### config.mk
export PLATFORM = sky130hd
export DESIGN_NAME = fsic_tx_phase_serializer
export DESIGN_NICKNAME = d
export VERILOG_FILES = /design/src/rtl/fsic_tx_phase_serializer.sv
export SDC_FILE = /design/constraint.sdc
export NUM_CORES = 1
export LEC_CHECK = 0
export CAP_MARGIN = 25
export CORE_UTILIZATION = 35
export DETAILED_ROUTE_END_ITERATION = 8
export GPL_TIMING_DRIVEN = 0
export SYNTH_ARGS = -nofsm -noshare
export SYNTH_HDL_FRONTEND = slang
export SYNTH_SLANG_ARGS = --single-unit
### constraint.sdc
create_clock -name ioclk -period 1.9 [get_ports ioclk]
set_clock_uncertainty 0.2 [all_clocks]
set_input_delay 0.38 -clock ioclk [delete_from_list [all_inputs] [get_ports ioclk]]
set_output_delay 0.38 -clock ioclk [all_outputs]
set_load 0.05 [all_outputs]
### src/rtl/fsic_tx_phase_serializer.sv
// fsic_tx_phase_serializer
// Locks onto the coreclk phase index supplied by the phase counter stage and,
// once locked, splits each coreclk-rate parallel word into pCLK_RATIO serial
// slices, one per ioclk cycle, with slice 0 emitted first.
// Optional feature macro: FSIC_TX_PHASE_ERR_CNT_EN. When it is defined,
// phase_err_cnt is a saturating count of lock losses. When it is undefined,
// phase_err_cnt is tied to zero and no counter is built.
module fsic_tx_phase_serializer #(
    parameter int pCLK_RATIO    = 4,
    parameter int pSERIAL_WIDTH = 12,
    parameter int pLOCK_CNT     = 4
) (
    input  logic                                  ioclk,
    input  logic                                  axis_rst_n,
    input  logic [$clog2(pCLK_RATIO)-1:0]         phase_cnt_in,
    input  logic [pCLK_RATIO*pSERIAL_WIDTH-1:0]   txdata_in,
    input  logic                                  txvalid_in,
    output logic                                  txdata_ack,
    output logic [pSERIAL_WIDTH-1:0]              serial_txd,
    output logic                                  serial_txv,
    output logic                                  phase_locked,
    output logic [7:0]                            phase_err_cnt
);

    localparam int PH_W = $clog2(pCLK_RATIO);
    localparam int GC_W = $clog2(pLOCK_CNT) + 1;
    localparam logic [PH_W-1:0] PH_LAST = PH_W'(pCLK_RATIO - 1);
    localparam logic [GC_W-1:0] GC_LAST = GC_W'(pLOCK_CNT - 1);

    typedef enum logic [1:0] {
        UNLOCK = 2'd0,
        TRACK  = 2'd1,
        LOCKED = 2'd2
    } state_t;

    state_t                                state, state_nxt;
    logic [PH_W-1:0]                       exp_phase, exp_phase_nxt;
    logic [GC_W-1:0]                       good_cnt, good_cnt_nxt;
    logic [pCLK_RATIO*pSERIAL_WIDTH-1:0]   shreg;
    logic [pSERIAL_WIDTH-1:0]              slice_sel;
    logic                                  match;
    logic                                  load_edge;
    logic                                  shift_edge;
`ifdef FSIC_TX_PHASE_ERR_CNT_EN
    logic                                  lock_lost;
    logic [7:0]                            err_cnt;
`endif

    assign match      = (phase_cnt_in == exp_phase);
    assign load_edge  = (state == LOCKED) && match && (phase_cnt_in == '0);
    assign shift_edge = (state == LOCKED) && match && (phase_cnt_in != '0);

    // State, expected phase and wrap counter registers
    always_ff @(posedge ioclk) begin
        if (!axis_rst_n) begin
            state     <= UNLOCK;
            exp_phase <= '0;
            good_cnt  <= '0;
        end else begin
            state     <= state_nxt;
            exp_phase <= exp_phase_nxt;
            good_cnt  <= good_cnt_nxt;
        end
    end

    // Next-state decode: acquire phase, count clean wraps, drop lock on any slip
    always_comb begin
        state_nxt     = state;
        exp_phase_nxt = exp_phase;
        good_cnt_nxt  = good_cnt;
`ifdef FSIC_TX_PHASE_ERR_CNT_EN
        lock_lost     = 1'b0;
`endif
        case (state)
            UNLOCK: begin
                // Take whatever phase is presented as the new reference.
                exp_phase_nxt = phase_cnt_in + PH_W'(1);
                good_cnt_nxt  = '0;
                state_nxt     = TRACK;
            end
            TRACK: begin
                if (!match) begin
                    state_nxt = UNLOCK;
                end else begin
                    exp_phase_nxt = exp_phase + PH_W'(1);
                    if (phase_cnt_in == PH_LAST) begin
                        if (good_cnt == GC_LAST) begin
                            state_nxt = LOCKED;
                        end else begin
                            good_cnt_nxt = good_cnt + GC_W'(1);
                        end
                    end
                end
            end
            LOCKED: begin
                if (match) begin
                    exp_phase_nxt = exp_phase + PH_W'(1);
                end else begin
                    state_nxt = UNLOCK;
`ifdef FSIC_TX_PHASE_ERR_CNT_EN
                    lock_lost = 1'b1;
`endif
                end
            end
            default: begin
                state_nxt = UNLOCK;
            end
        endcase
    end

    // Slice mux over the held word, indexed by the current phase
    always_comb begin
        slice_sel = '0;
        for (int k = 0; k < pCLK_RATIO; k++) begin
            if (phase_cnt_in == PH_W'(k)) begin
                slice_sel = shreg[k*pSERIAL_WIDTH +: pSERIAL_WIDTH];
            end
        end
    end

    // Serial output: load at phase 0, walk slices after, blank when not locked
    always_ff @(posedge ioclk) begin
        if (!axis_rst_n) begin
            shreg      <= '0;
            serial_txd <= '0;
            serial_txv <= 1'b0;
            txdata_ack <= 1'b0;
        end else if (load_edge) begin
            shreg      <= txdata_in;
            serial_txd <= txdata_in[pSERIAL_WIDTH-1:0];
            serial_txv <= txvalid_in;
            txdata_ack <= txvalid_in;
        end else if (shift_edge) begin
            serial_txd <= slice_sel;
            txdata_ack <= 1'b0;
        end else begin
            // A word interrupted by lock loss is dropped, never resumed.
            serial_txd <= '0;
            serial_txv <= 1'b0;
            txdata_ack <= 1'b0;
        end
    end

    // Lock indicator mirrors the state register exactly
    always_ff @(posedge ioclk) begin
        if (!axis_rst_n) begin
            phase_locked <= 1'b0;
        end else begin
            phase_locked <= (state_nxt == LOCKED);
        end
    end

`ifdef FSIC_TX_PHASE_ERR_CNT_EN
    // Saturating count of LOCKED -> UNLOCK transitions
    always_ff @(posedge ioclk) begin
        if (!axis_rst_n) begin
            err_cnt <= 8'h00;
        end else if (lock_lost && (err_cnt != 8'hFF)) begin
            err_cnt <= err_cnt + 8'd1;
        end
    end

    assign phase_err_cnt = err_cnt;
`else
    assign phase_err_cnt = 8'h00;
`endif

endmodule

* Word-level counts from Yosys, hierarchy flattened
Cells that the tools add are included.
** Word-level totals
- Logic and storage cells :: 55
- Output and inout port bits :: 23
- Input bits :: 53
- Register bits :: 70
** Cells by class
- Reductions and logical operators :: 12
- Muxes and demuxes :: 19
- Equal/unequal tests :: 13
- $add $sub $neg :: 3
** Operators by type and width (number)
- $mux W12 :: 6
- $mux W2 :: 5
- $mux W3 :: 3
- $eq A2 B2 Y1 const B :: 4
- $ne A2 B2 Y1 const B :: 4
- $pmux W2 S3 :: 1
- $pmux W3 S2 :: 1
- $reduce_bool A2 Y1 :: 3
- $add A2 B1 Y2 const B :: 2
- $eq A2 B1 Y1 const B :: 2
- $logic_not A2 Y1 :: 2
- $pmux W2 S2 :: 1
- $reduce_and A2 Y1 :: 2
- $reduce_and A4 Y1 :: 1
- $add A3 B1 Y3 const B :: 1
- $eq A3 B2 Y1 const B :: 1
- $logic_and A1 B1 Y1 :: 3
- $eq A2 B2 Y1 :: 1
- $mux W1 :: 2
- $ne A2 B1 Y1 const B :: 1
- $reduce_or A2 Y1 :: 1

* Logic depth before layout (Yosys ltp)
Gate-level depths: netlist of the first run.
- Depth in word-level cells :: 7
- Gate-level depth with buffers :: 7
- Mapped depth without buffers :: 6

* Worst setup path after synthesis of the first run
OpenSTA, ideal clock, no wires.
- Path kind :: input -> register
- Start point :: in phase_cnt_in[1]
- End point :: reg good_cnt[0]
- Cell stages on the path :: 6
- Arrival time :: 1.468 ns
- Slack :: 0.167 ns
- Path buffers :: 2
- Library setup time :: 0.065 ns
- Required time :: 1.635 ns
- Cells stage by stage :: buf_6 -> buf_12 -> nand4_1 -> nor3b_2 -> mux2_2 -> nor2_1
** Between the ends
- Word-level cells in the longest chain between the ends :: 3
- Elaborated cells between the ends (all ways) :: 5
- Those cells by class :: eq/ne: 4; reduce/logical: 1
** Ends and longest elaborated chain
- from (decl) :: RTL line 15 : input logic [$clog2(pCLK_RATIO)-1:0] phase_cnt_in,
- $eq A2 B2 Y1 (on tied branches) :: RTL line 86, 49
- $ne A2 B2 Y1 (no source line)
- $reduce_and A4 Y1 (no source line) *
- to (signal assigned) :: RTL line 62 : good_cnt <= good_cnt_nxt;
- to (decl) :: RTL line 38 : logic [GC_W-1:0] good_cnt, good_cnt_nxt;
Mark *: on every way between the ends. The rest lies on a longest branch, timed or not.
A chain may end at the register's enable or synchronous reset.

* Final worst setup path of the first run
- Start point :: reg state[0]
- End point :: reg serial_txd[5]
** Between the ends
- Word-level cells in the longest chain between the ends :: 5
- Elaborated cells between the ends (all ways) :: 6
- Those cells by class :: eq/ne: 1; mux: 2; reduce/logical: 3
** Ends and longest elaborated chain
- from (decl) :: RTL line 36 : state_t state, state_nxt;
- from (signal assigned) :: RTL line 60 : state <= state_nxt;
- $eq A2 B2 Y1 * :: RTL line 50, 51
- $logic_and A1 B1 Y1 * :: RTL line 50, 51
- $logic_and A1 B1 Y1 :: RTL line 51 : assign shift_edge = (state == LOCKED) && match && (phase_cnt_in != '0);
- $mux W12 :: RTL line 133 : end else if (shift_edge) begin
- $mux W12 * :: RTL line 128 : end else if (load_edge) begin
- to (signal assigned) :: RTL line 130 : serial_txd <= txdata_in[pSERIAL_WIDTH-1:0];
- to (signal assigned) :: RTL line 134 : serial_txd <= slice_sel;
- to (decl) :: RTL line 19 : output logic [pSERIAL_WIDTH-1:0] serial_txd,
Marks and branches as above.

==> results.sh, run 1 <==
export IMPL_min_path_type="reg2reg"
export IMPL_total_switching_power_w=0.000744
export IMPL_cts_sinks=70
export IMPL_drv_slew=0
export IMPL_mostFrequentLayoutCells="nand2_1 (100), dfxtp_1 (69), a21oi_1 (62)"
export IMPL_drt_iter0_drc=83
export IMPL_startpoint="state[0]$_SDFF_PN0_"
export IMPL_rsz0062_at_grt="false"
export IMPL_use_met2_pct=31.6
export IMPL_grtUsageTotal_pct=18.5
export IMPL_vias_per_cell=4.87
export IMPL_ir_drop_mv=0.360
export IMPL_worstSetupPathType="reg2reg"
export IMPL_r2r_cells=7
export IMPL_clock_latency_ns=0.34
export IMPL_numCtsBuffers=9
export IMPL_portBuffers=66
export IMPL_met1_usage_pct=23.3
export IMPL_max_cap_viol_count=0
export IMPL_cp_max_fo=10
export IMPL_grt_first_pass_wirelength_um=12400
export IMPL_cp_slowest_cell="dfxtp_2"
export IMPL_antenna_found_initial=0
export IMPL_worstMarginPinSlew_ns=0.566
export IMPL_coreArea_um2=8380
export IMPL_async_flop_share_pct=0
export IMPL_finalWirelength_um=7950
export IMPL_overflow=0
export IMPL_cpPeakStageDelay_ns=0.37
export IMPL_row_count=33
export IMPL_yosys_warnings=0
export IMPL_ys_ff_latch=70
export IMPL_power_frac_clock_pct=45.0
export IMPL_endpoint="serial_txd[5]$_SDFF_PN0_"
export IMPL_p_int_w=0.00255
export IMPL_area_delta_synth_final_pct=36.6
export IMPL_cp_top_family="flip-flops"
export IMPL_htreeDepth=3
export IMPL_cts_tree="yes"
export IMPL_comb_power_share_pct=10.0
export IMPL_cp_num_buf_inv=2
export IMPL_post_route_period_util_pct=95.9
export IMPL_crit_chain="inv_1, ha_1, and3_1, a22oi_2, buf_6, nand2b_1, a21oi_1"
export IMPL_die_w_um=96.1
export IMPL_avgSynthCellArea_um2=9.05
export IMPL_required_ns=1.91
export IMPL_r2r_end="serial_txd[5]$_SDFF_PN0_"
export IMPL_synthCells=342
export IMPL_grt_max_degree=13
export IMPL_nets=489
export IMPL_gp_congestion=0.807
export IMPL_synthFlopType="dfxtp_1"
export IMPL_die_y_um=96.1
export IMPL_finalPower_w=0.00330
export IMPL_cts_root_buf="clkbuf_8"
export IMPL_switching_share_pct=22.6
export IMPL_grtUsageMet3_pct=3.24
export IMPL_hold_ws_ns=0.254
export IMPL_dpl_cell_area_um2=3920
export IMPL_slew_headroom_pct=62.2
export IMPL_cp_num_cells=7
export IMPL_detail_route_antenna_nets=0
export IMPL_syn_area_um2=3100
export IMPL_dpl_hpwl_um=5700
export IMPL_synth_edf_count=0
export IMPL_wl_per_cell_um=14.7
export IMPL_status="finished, final reports clean"
export IMPL_max_clock_freq_ghz=0.549
export IMPL_worstPathArrival_ns=1.83
export IMPL_layout_commonest_cell="nand2_1"
export IMPL_holdBufCountCts=0
export IMPL_vias=2627
export IMPL_ios=76
export IMPL_hold_violations=0
export IMPL_layout_drive_gt1_share_pct=16.4
export IMPL_die_area_um2=9230
export IMPL_start_util_pct=36.9
export IMPL_final_cell_area_um2=4230
export IMPL_setup_viol=0
export IMPL_reg2reg_from="state[0]$_SDFF_PN0_"
export IMPL_yosysSeqAreaShare_pct=45.3
export IMPL_clkTransAtPathRegs_ns=0.07
export IMPL_startpoint_type="flip-flop"
export IMPL_power_leakage_nw=1.60
export IMPL_end_kind="flip-flop"
export IMPL_cts_buffer_depth=2
export IMPL_dr_pass1_iters=4
export IMPL_first_global_vias=2499
export IMPL_drc=0
export IMPL_diodes=0
export IMPL_regToRegSetupSlack_ns=0.08
export IMPL_yosysUniqueCellTypes=37
export IMPL_powerDensity_nw_per_um2=779
export IMPL_pwr_share_seq_pct=45.0
export IMPL_grt_busiest_layer="met2"
export IMPL_post_route_min_period_ns=1.82
-- worst min-delay path: stages (launching register included) --
cell	delay, ns
dfxtp_1	0.31
nand2_1	0.05
a21oi_1	0.05
-- through the flow --
step           setup WS [ns]  std cells  TNS [ns]  utilization (%)
2_1_floorplan          0.167        349         0                -
3_3_place_gp          -0.573        520    -24.86             46.7
3_5_place_dp          -0.583        520    -25.83             46.7
4_1_cts              0.00559        538         0             50.2
5_1_grt               0.0175        539         0             50.5
6_report              0.0775        539         0             50.5
-- state kept, by name, summed over array words and instances (netlist names) --
register      cells
state             2
shreg            48
good_cnt          3
phase_locked      1
serial_txv        1
txdata_ack        1
exp_phase         2
serial_txd       12
-- worst min path at each step --
stage	from	to	slack (ns)	depth (start not counted)
after floorplan	shreg[12]$_SDFFE_PN0P_	shreg[12]$_SDFFE_PN0P_	0.23	2
after global placement	shreg[25]$_SDFFE_PN0P_	shreg[25]$_SDFFE_PN0P_	0.24	2
after global routing	shreg[2]$_SDFFE_PN0P_	shreg[2]$_SDFFE_PN0P_	0.28	2
after CTS	shreg[25]$_SDFFE_PN0P_	shreg[25]$_SDFFE_PN0P_	0.26	2
final	shreg[19]$_SDFFE_PN0P_	shreg[19]$_SDFFE_PN0P_	0.25	2
after detailed placement	shreg[30]$_SDFFE_PN0P_	shreg[30]$_SDFFE_PN0P_	0.25	2
-- synthesized netlist by cell type (3+ instances only) --
library cell | count | area (um2)
dfxtp_1 | 70 | 1400
mux4_2 | 12 | 270
nand2_1 | 100 | 375
ha_1 | 6 | 75.1
buf_4 | 13 | 97.6
nand2b_1 | 13 | 81.3
o21ai_0 | 3 | 15.0
buf_2 | 3 | 15.0
buf_6 | 6 | 67.6
inv_1 | 7 | 26.3
nor2_1 | 4 | 15.0
clkbuf_1 | 9 | 33.8
nand4_1 | 4 | 25.0
a21oi_1 | 62 | 310
-- timing repair --
item                                    in CTS  in global routing
gates cloned                                 0                  0
endpoints found under the setup margin      72                 54
buffers inserted                             3                  1
gates resized for setup                     24                 14
pin swaps                                    1                  2
-- cells by family (layout without fill, tap and decap cells) --
family | after synthesis | after routing | share of synthesized area (%)
and+or+nand+nor | 136 | 136 | 19.6
AOI/OAI and AO/OA | 72 | 72 | 12.7
DFF | 70 | 70 | 45.3
buffers and inverters | 39 | 124 | 8.40
muxes | 16 | 16 | 10.1
adders and majority gates | 6 | 6 | 2.42
xor gates and xnor gates | 2 | 2 | 1.41
other | 1 | 8 | 0.121
-- layout make-up --
| class | count | area (um2) |
|---|---|---|
| fill | 822 | 4150 |
| multi-input combinational | 240 | 1480 |
| sequential | 70 | 1400 |
| timing repair buffer | 70 | 687 |
| buffer | 32 | 258 |
| clock buffer | 10 | 138 |
| tap | 105 | 131 |
| clock inverter | 5 | 108 |
| inverter | 7 | 26.3 |
-- power groups by stage --
stage	Combinational [W]	Clock (W)	Sequential [W]
after floorplan	0.000168	0	0.00151
after global placement	0.000310	0	0.00152
after detailed placement	0.000312	0	0.00152
after CTS	0.000328	0.00150	0.00148
after global routing	0.000348	0.00155	0.00148
final	0.000329	0.00148	0.00148
-- routing by layer --
layer	share of wire (%)	vias up
met4	1.1	0
met2	49	93
li1	-	1315
met5	0	-
met3	7.4	6
met1	43	1213
No activity file was read; power rests on OpenSTA's default activity.
==> run 2, diff against run 1 <==
--- a/config.mk
+++ b/config.mk
@@ -6,9 +6,9 @@
 export NUM_CORES = 1
 export LEC_CHECK = 0
 export CAP_MARGIN = 25
+export CORE_ASPECT_RATIO = 0.6
 export CORE_UTILIZATION = 35
 export DETAILED_ROUTE_END_ITERATION = 8
-export GPL_TIMING_DRIVEN = 0
 export SYNTH_ARGS = -nofsm -noshare
 export SYNTH_HDL_FRONTEND = slang
 export SYNTH_SLANG_ARGS = --single-unit
==> run 2 against run 1 <==
Effect of this change:
- total power is 2.7% higher
- sequential power hardly changed
- final area is 2.1% higher
- fmax is 2.1% lower
- via count is 2.6% lower
- worst setup slack worse by 0.038 ns
- cell count is 0.19% lower
- clock-buffer cell count is 6 higher
- non-clock buffer count is 9 lower
- critical path type is now in2reg
- largest cell class unchanged
- highest routed layer unchanged
==> results.sh, run 2 (synthesis gave the netlist of run 1 again) <==
export IMPL_drv_slew=0
export IMPL_portBuffers=67
export IMPL_cts_tree="yes"
export IMPL_powerDensity_nw_per_um2=783
export IMPL_wl_per_cell_um=14.2
export IMPL_grt_first_pass_wirelength_um=11700
export IMPL_cts_sinks=70
export IMPL_cts_buffer_depth=2
export IMPL_max_cap_viol_count=0
export IMPL_cp_num_buf_inv=3
export IMPL_ios=76
export IMPL_drc=0
export IMPL_start_util_pct=36.2
export IMPL_reg_top3="shreg: 48 flops, serial_txd: 12 flops, good_cnt: 3 flops"
export IMPL_regToRegSetupSlack_ns=0.10
export IMPL_die_y_um=74.9
export IMPL_worstPathArrival_ns=1.86
export IMPL_layout_drive_gt1_share_pct=19.5
export IMPL_min_path_type="reg2reg"
export IMPL_coreArea_um2=8560
export IMPL_mostFrequentLayoutCells="nand2_1 (100), dfxtp_1 (70), a21oi_1 (59)"
export IMPL_first_global_vias=2462
export IMPL_die_area_um2=9240
export IMPL_hold_violations=0
export IMPL_top_register="shreg"
export IMPL_htreeDepth=3
export IMPL_cp_top_family="buffers and inverters"
export IMPL_dpl_hpwl_um=5150
export IMPL_grtUsageTotal_pct=17.1
export IMPL_worstHoldEndpoint="shreg[31]$_SDFFE_PN0P_"
export IMPL_area_delta_synth_final_pct=39.6
export IMPL_cp_max_fo=9
export IMPL_hold_path_depth=2
export IMPL_vias=2559
export IMPL_worstSetupPathType="in2reg"
export IMPL_largest_reg_flops=48
export IMPL_startpoint_type="input port"
export IMPL_cp_slowest_cell="clkdlybuf4s50_1"
export IMPL_gp_congestion=0.778
export IMPL_numCtsBuffers=9
export IMPL_clkTransAtPathRegs_ns=0.05
export IMPL_vias_per_cell=4.76
export IMPL_status="finished, final reports clean"
export IMPL_max_clock_freq_ghz=0.537
export IMPL_place_inst=520
export IMPL_overflow=0
export IMPL_finalPower_w=0.00338
export IMPL_dr_pass1_iters=4
export IMPL_ir_drop_mv=0.441
export IMPL_stdcell_count=538
export IMPL_grt_max_degree=38
export IMPL_drt_iter0_drc=92
export IMPL_fin_util_pct=50.5
export IMPL_hp_start="shreg[31]$_SDFFE_PN0P_"
export IMPL_r2r_end="serial_txd[7]$_SDFF_PN0_"
export IMPL_crit_top_cell="buf_12"
export IMPL_required_ns=1.90
export IMPL_reg2reg_from="state[0]$_SDFF_PN0_"
export IMPL_diodes=0
export IMPL_detail_route_antenna_nets=0
export IMPL_antenna_found_initial=0
export IMPL_setup_viol=0
export IMPL_clock_latency_ns=0.33
export IMPL_r2r_cells=7
export IMPL_post_route_period_util_pct=97.9
export IMPL_nets=480
export IMPL_end_kind="flip-flop"
export IMPL_crit_chain="clkdlybuf4s50_1, buf_12, buf_12, mux4_2, nand2b_1, a21oi_1"
export IMPL_power_leakage_nw=1.55
export IMPL_cpPeakStageDelay_ns=0.51
export IMPL_finalWirelength_um=7630
export IMPL_layout_commonest_cell="nand2_1"
export IMPL_cts_root_buf="clkbuf_16"
export IMPL_post_route_min_period_ns=1.86
export IMPL_die_w_um=123
export IMPL_row_count=26
[run 2: cell count changes in the layout (fill, tap and decap cells not counted), sizes merged]
cell           before  now
buf                26   39
bufinv              3    0
clkbuf             20   18
clkdlybuf4s50      50   52
clkinv              2    0
dlygate4sd2        15    0
dlymetal6s2s        1    0
[run 2: area by class of cell]
| class | instances | area [um2] |
|---|---|---|
| clock buffers | 16 | 282 |
| fillers | 810 | 4230 |
| inverters | 7 | 26.3 |
| multi-input cells | 240 | 1520 |
| flip-flops and latches | 70 | 1400 |
| well taps | 112 | 140 |
| repair buffers | 93 | 950 |
[run 2: through the flow]
step | worst slack, ns | TNS [ns] | hold WS, ns | instance area, um2
3_5_place_dp | -0.335 | -17.31 | 0.247 | 3920
2_1_floorplan | 0.167 | 0 | 0.233 | 3120
5_1_grt | -0.00726 | -0.0102 | 0.269 | 4320
4_1_cts | 0.00729 | 0 | 0.254 | 4200
3_3_place_gp | -0.320 | -14.85 | 0.240 | 3920
6_report | 0.0392 | 0 | 0.253 | 4320
[run 2: how the worst max path moves through the flow]
stage,start,end,slack [ns],depth (start not counted)
2_1_floorplan,phase_cnt_in[1],good_cnt[0]$_SDFFE_PN0P_,0.17,6
3_3_place_gp,phase_cnt_in[0],serial_txd[7]$_SDFF_PN0_,-0.32,7
3_5_place_dp,phase_cnt_in[0],serial_txd[7]$_SDFF_PN0_,-0.34,7
4_1_cts,phase_cnt_in[0],serial_txd[7]$_SDFF_PN0_,0.007,7
5_1_grt,phase_cnt_in[1],shreg[7]$_SDFFE_PN0P_,-0.007,7
6_report,phase_cnt_in[1],serial_txd[2]$_SDFF_PN0_,0.04,6
[run 2: what timing repair did]
action | in CTS | in global routing
resized for setup | 0 | 14
endpoints found under the setup margin | 0 | 51
buffers inserted | 0 | 0
hold buffers | 0 | 0
[run 2: worst reg2reg max path, delay by kind of cell, from the launching register on]
kind | cells | cell delay (ns)
DFF | 1 | 0.32
and+or+nand+nor | 2 | 0.37
AOI/OAI and AO/OA | 2 | 0.25
buffers and inverters | 2 | 0.25
adders and majority gates | 1 | 0.30
[run 2: where the power goes]
| part | switching, W | leakage, nW | total (W) | internal (W) |
|---|---|---|---|---|
| clock network | 0.000572 | 0.137 | 0.00156 | 0.000992 |
| registers | 0.0000131 | 0.564 | 0.00149 | 0.00148 |
| logic | 0.000151 | 0.847 | 0.000331 | 0.000179 |
| total | 0.000737 | 1.55 | 0.00338 | 0.00265 |
[run 2: per-layer routing]
metal	wire length, um	global-route usage [%]
met5	0	0
met4	99	6.43
met3	456	6.21
met2	3280	25.6
met1	3790	22.7
==> run 3, diff against run 2 <==
--- a/config.mk
+++ b/config.mk
@@ -9,6 +9,8 @@
 export CORE_ASPECT_RATIO = 0.6
 export CORE_UTILIZATION = 35
 export DETAILED_ROUTE_END_ITERATION = 8
+export DONT_BUFFER_PORTS = 1
+export SKIP_LAST_GASP = 1
 export SYNTH_ARGS = -nofsm -noshare
 export SYNTH_HDL_FRONTEND = slang
 export SYNTH_SLANG_ARGS = --single-unit
==> run 3 against run 2 <==
Effect of this change:
- cell count is 8.9% lower
- register-to-register slack better by 0.05 ns
- sequential power hardly changed
- critical path depth stayed put
- clock-buffer cell count is 4 lower
- non-clock buffer count is 48 lower
- via count is 5.9% lower
- worst setup slack better by 0.11 ns
- final area is 12% lower
- critical path type is now reg2reg
- critical endpoint is now exp_phase[1]$_SDFFE_PN0P_
- largest cell class unchanged
- largest power group unchanged
==> results.sh, run 3 (synthesis gave the netlist of run 1 again) <==
export IMPL_cp_max_fo=5
export IMPL_power_leakage_nw=1.30
export IMPL_top_register="shreg"
export IMPL_dpl_hpwl_um=4910
export IMPL_wl_per_cell_um=14.5
export IMPL_hold_ws_ns=0.00517
export IMPL_drc=0
export IMPL_drv_slew=0
export IMPL_start_util_pct=36.2
export IMPL_grt_max_degree=45
export IMPL_wl_met3_um=654
export IMPL_finalWirelength_um=7130
export IMPL_finalPower_w=0.00338
export IMPL_cts_sinks=70
export IMPL_worstSetupPathType="reg2reg"
export IMPL_slew_headroom_pct=65.8
export IMPL_dr_pass1_iters=4
export IMPL_vias_per_cell=4.91
export IMPL_first_global_vias=2329
export IMPL_numCtsBuffers=9
export IMPL_regToRegSetupSlack_ns=0.15
export IMPL_hold_violations=0
export IMPL_reg_top3="shreg: 48 flops, serial_txd: 12 flops, good_cnt: 3 flops"
export IMPL_status="finished, final reports clean"
export IMPL_max_cap_viol_count=0
export IMPL_startpoint_type="flip-flop"
export IMPL_grtUsageTotal_pct=16.9
export IMPL_cts_root_buf="clkbuf_16"
export IMPL_die_y_um=74.9
export IMPL_layout_commonest_cell="nand2_1"
export IMPL_max_clock_freq_ghz=0.572
export IMPL_rsz0062_at_grt="false"
export IMPL_stdcell_count=490
export IMPL_mostFrequentLayoutCells="nand2_1 (100), dfxtp_1 (70), a21oi_1 (62)"
export IMPL_ir_drop_mv=0.432
export IMPL_hp_start="txdata_in[24]"
export IMPL_place_inst=438
export IMPL_routed_top_layer="met4"
export IMPL_antenna_found_initial=0
export IMPL_overflow=0
export IMPL_cts_buffer_depth=2
export IMPL_diodes=0
export IMPL_layout_drive_gt1_share_pct=12.2
export IMPL_coreArea_um2=8560
export IMPL_wl_met2_um=3120
export IMPL_cts_tree="yes"
export IMPL_worstPathArrival_ns=1.76
export IMPL_required_ns=1.91
export IMPL_detail_route_antenna_nets=0
export IMPL_area_delta_synth_final_pct=22.3
export IMPL_clock_latency_ns=0.34
export IMPL_startpoint="state[1]$_SDFF_PN0_"
export IMPL_powerDensity_nw_per_um2=894
export IMPL_worstMarginPinSlew_ns=0.512
export IMPL_end_kind="flip-flop"
export IMPL_row_count=26
export IMPL_largest_reg_flops=48
export IMPL_setup_tns_ns=0
export IMPL_nets=432
export IMPL_post_route_period_util_pct=92.0
export IMPL_post_route_min_period_ns=1.75
export IMPL_grt_first_pass_wirelength_um=11500
export IMPL_portBuffers=0
export IMPL_worst_slack_ns=0.152
export IMPL_clkTransAtPathRegs_ns=0.05
export IMPL_htreeDepth=3
export IMPL_pre_cts_slack_ns=0.186
export IMPL_min_path_type="in2reg"
export IMPL_met1Wirelength_um=3280
export IMPL_ios=76
export IMPL_gp_congestion=0.771
export IMPL_reg2reg_from="state[1]$_SDFF_PN0_"
export IMPL_drt_iter0_drc=114
export IMPL_setup_viol=0
export IMPL_vias=2408
export IMPL_die_w_um=123
export IMPL_die_area_um2=9240
## run 3: final timing paths
check,end,cells past startpoint
setup reg to reg,exp_phase[1]$_SDFFE_PN0P_,6
setup / recovery,exp_phase[1]$_SDFFE_PN0P_,6
hold reg to reg,shreg[22]$_SDFFE_PN0P_,2
hold / removal,shreg[24]$_SDFFE_PN0P_,2
## run 3: cell type report
class | instances | area, um2
Clock buffer | 12 | 256
Clock inverter | 4 | 45.0
Fill cell | 859 | 4770
Inverter | 7 | 26.3
Multi-Input combinational cell | 240 | 1470
Sequential cell | 70 | 1400
Tap cell | 112 | 140
Timing Repair Buffer | 45 | 453
## run 3: timing repair
action	4_1_cts	5_1_grt
hold buffers	36	0
setup endpoints to repair	0	1
resized for setup	0	1
buffers inserted	0	0
hold endpoints to repair	36	0
## run 3: metal layers
metal  track usage [%]  vias up
li1                  -     1193
met1              21.2     1123
met2              25.6       80
met3              9.17       12
met4              4.28        0
met5                 0        -
## run 3: critical path: stages, from the launching register on
cell and delay, ns:
dfxtp_1 0.40, inv_1 0.11, ha_1 0.35, nor2b_1 0.21, o21ai_0 0.12, o2111ai_1 0.11, o21ai_0 0.12
## run 3: power by group
part | total, W | switching [W] | internal, W
Combinational | 0.000211 | 0.000109 | 0.000102
Clock | 0.00169 | 0.000606 | 0.00108
Sequential | 0.00149 | 0.0000118 | 0.00148
Total | 0.00338 | 0.000727 | 0.00266
## run 3: stage by stage
stage	area, um2	utilization, %
after detailed placement	3120	36.5
after global routing	3790	44.3
after global placement	3120	36.5
final	3790	44.3
after floorplan	3120	-
after CTS	3780	44.2
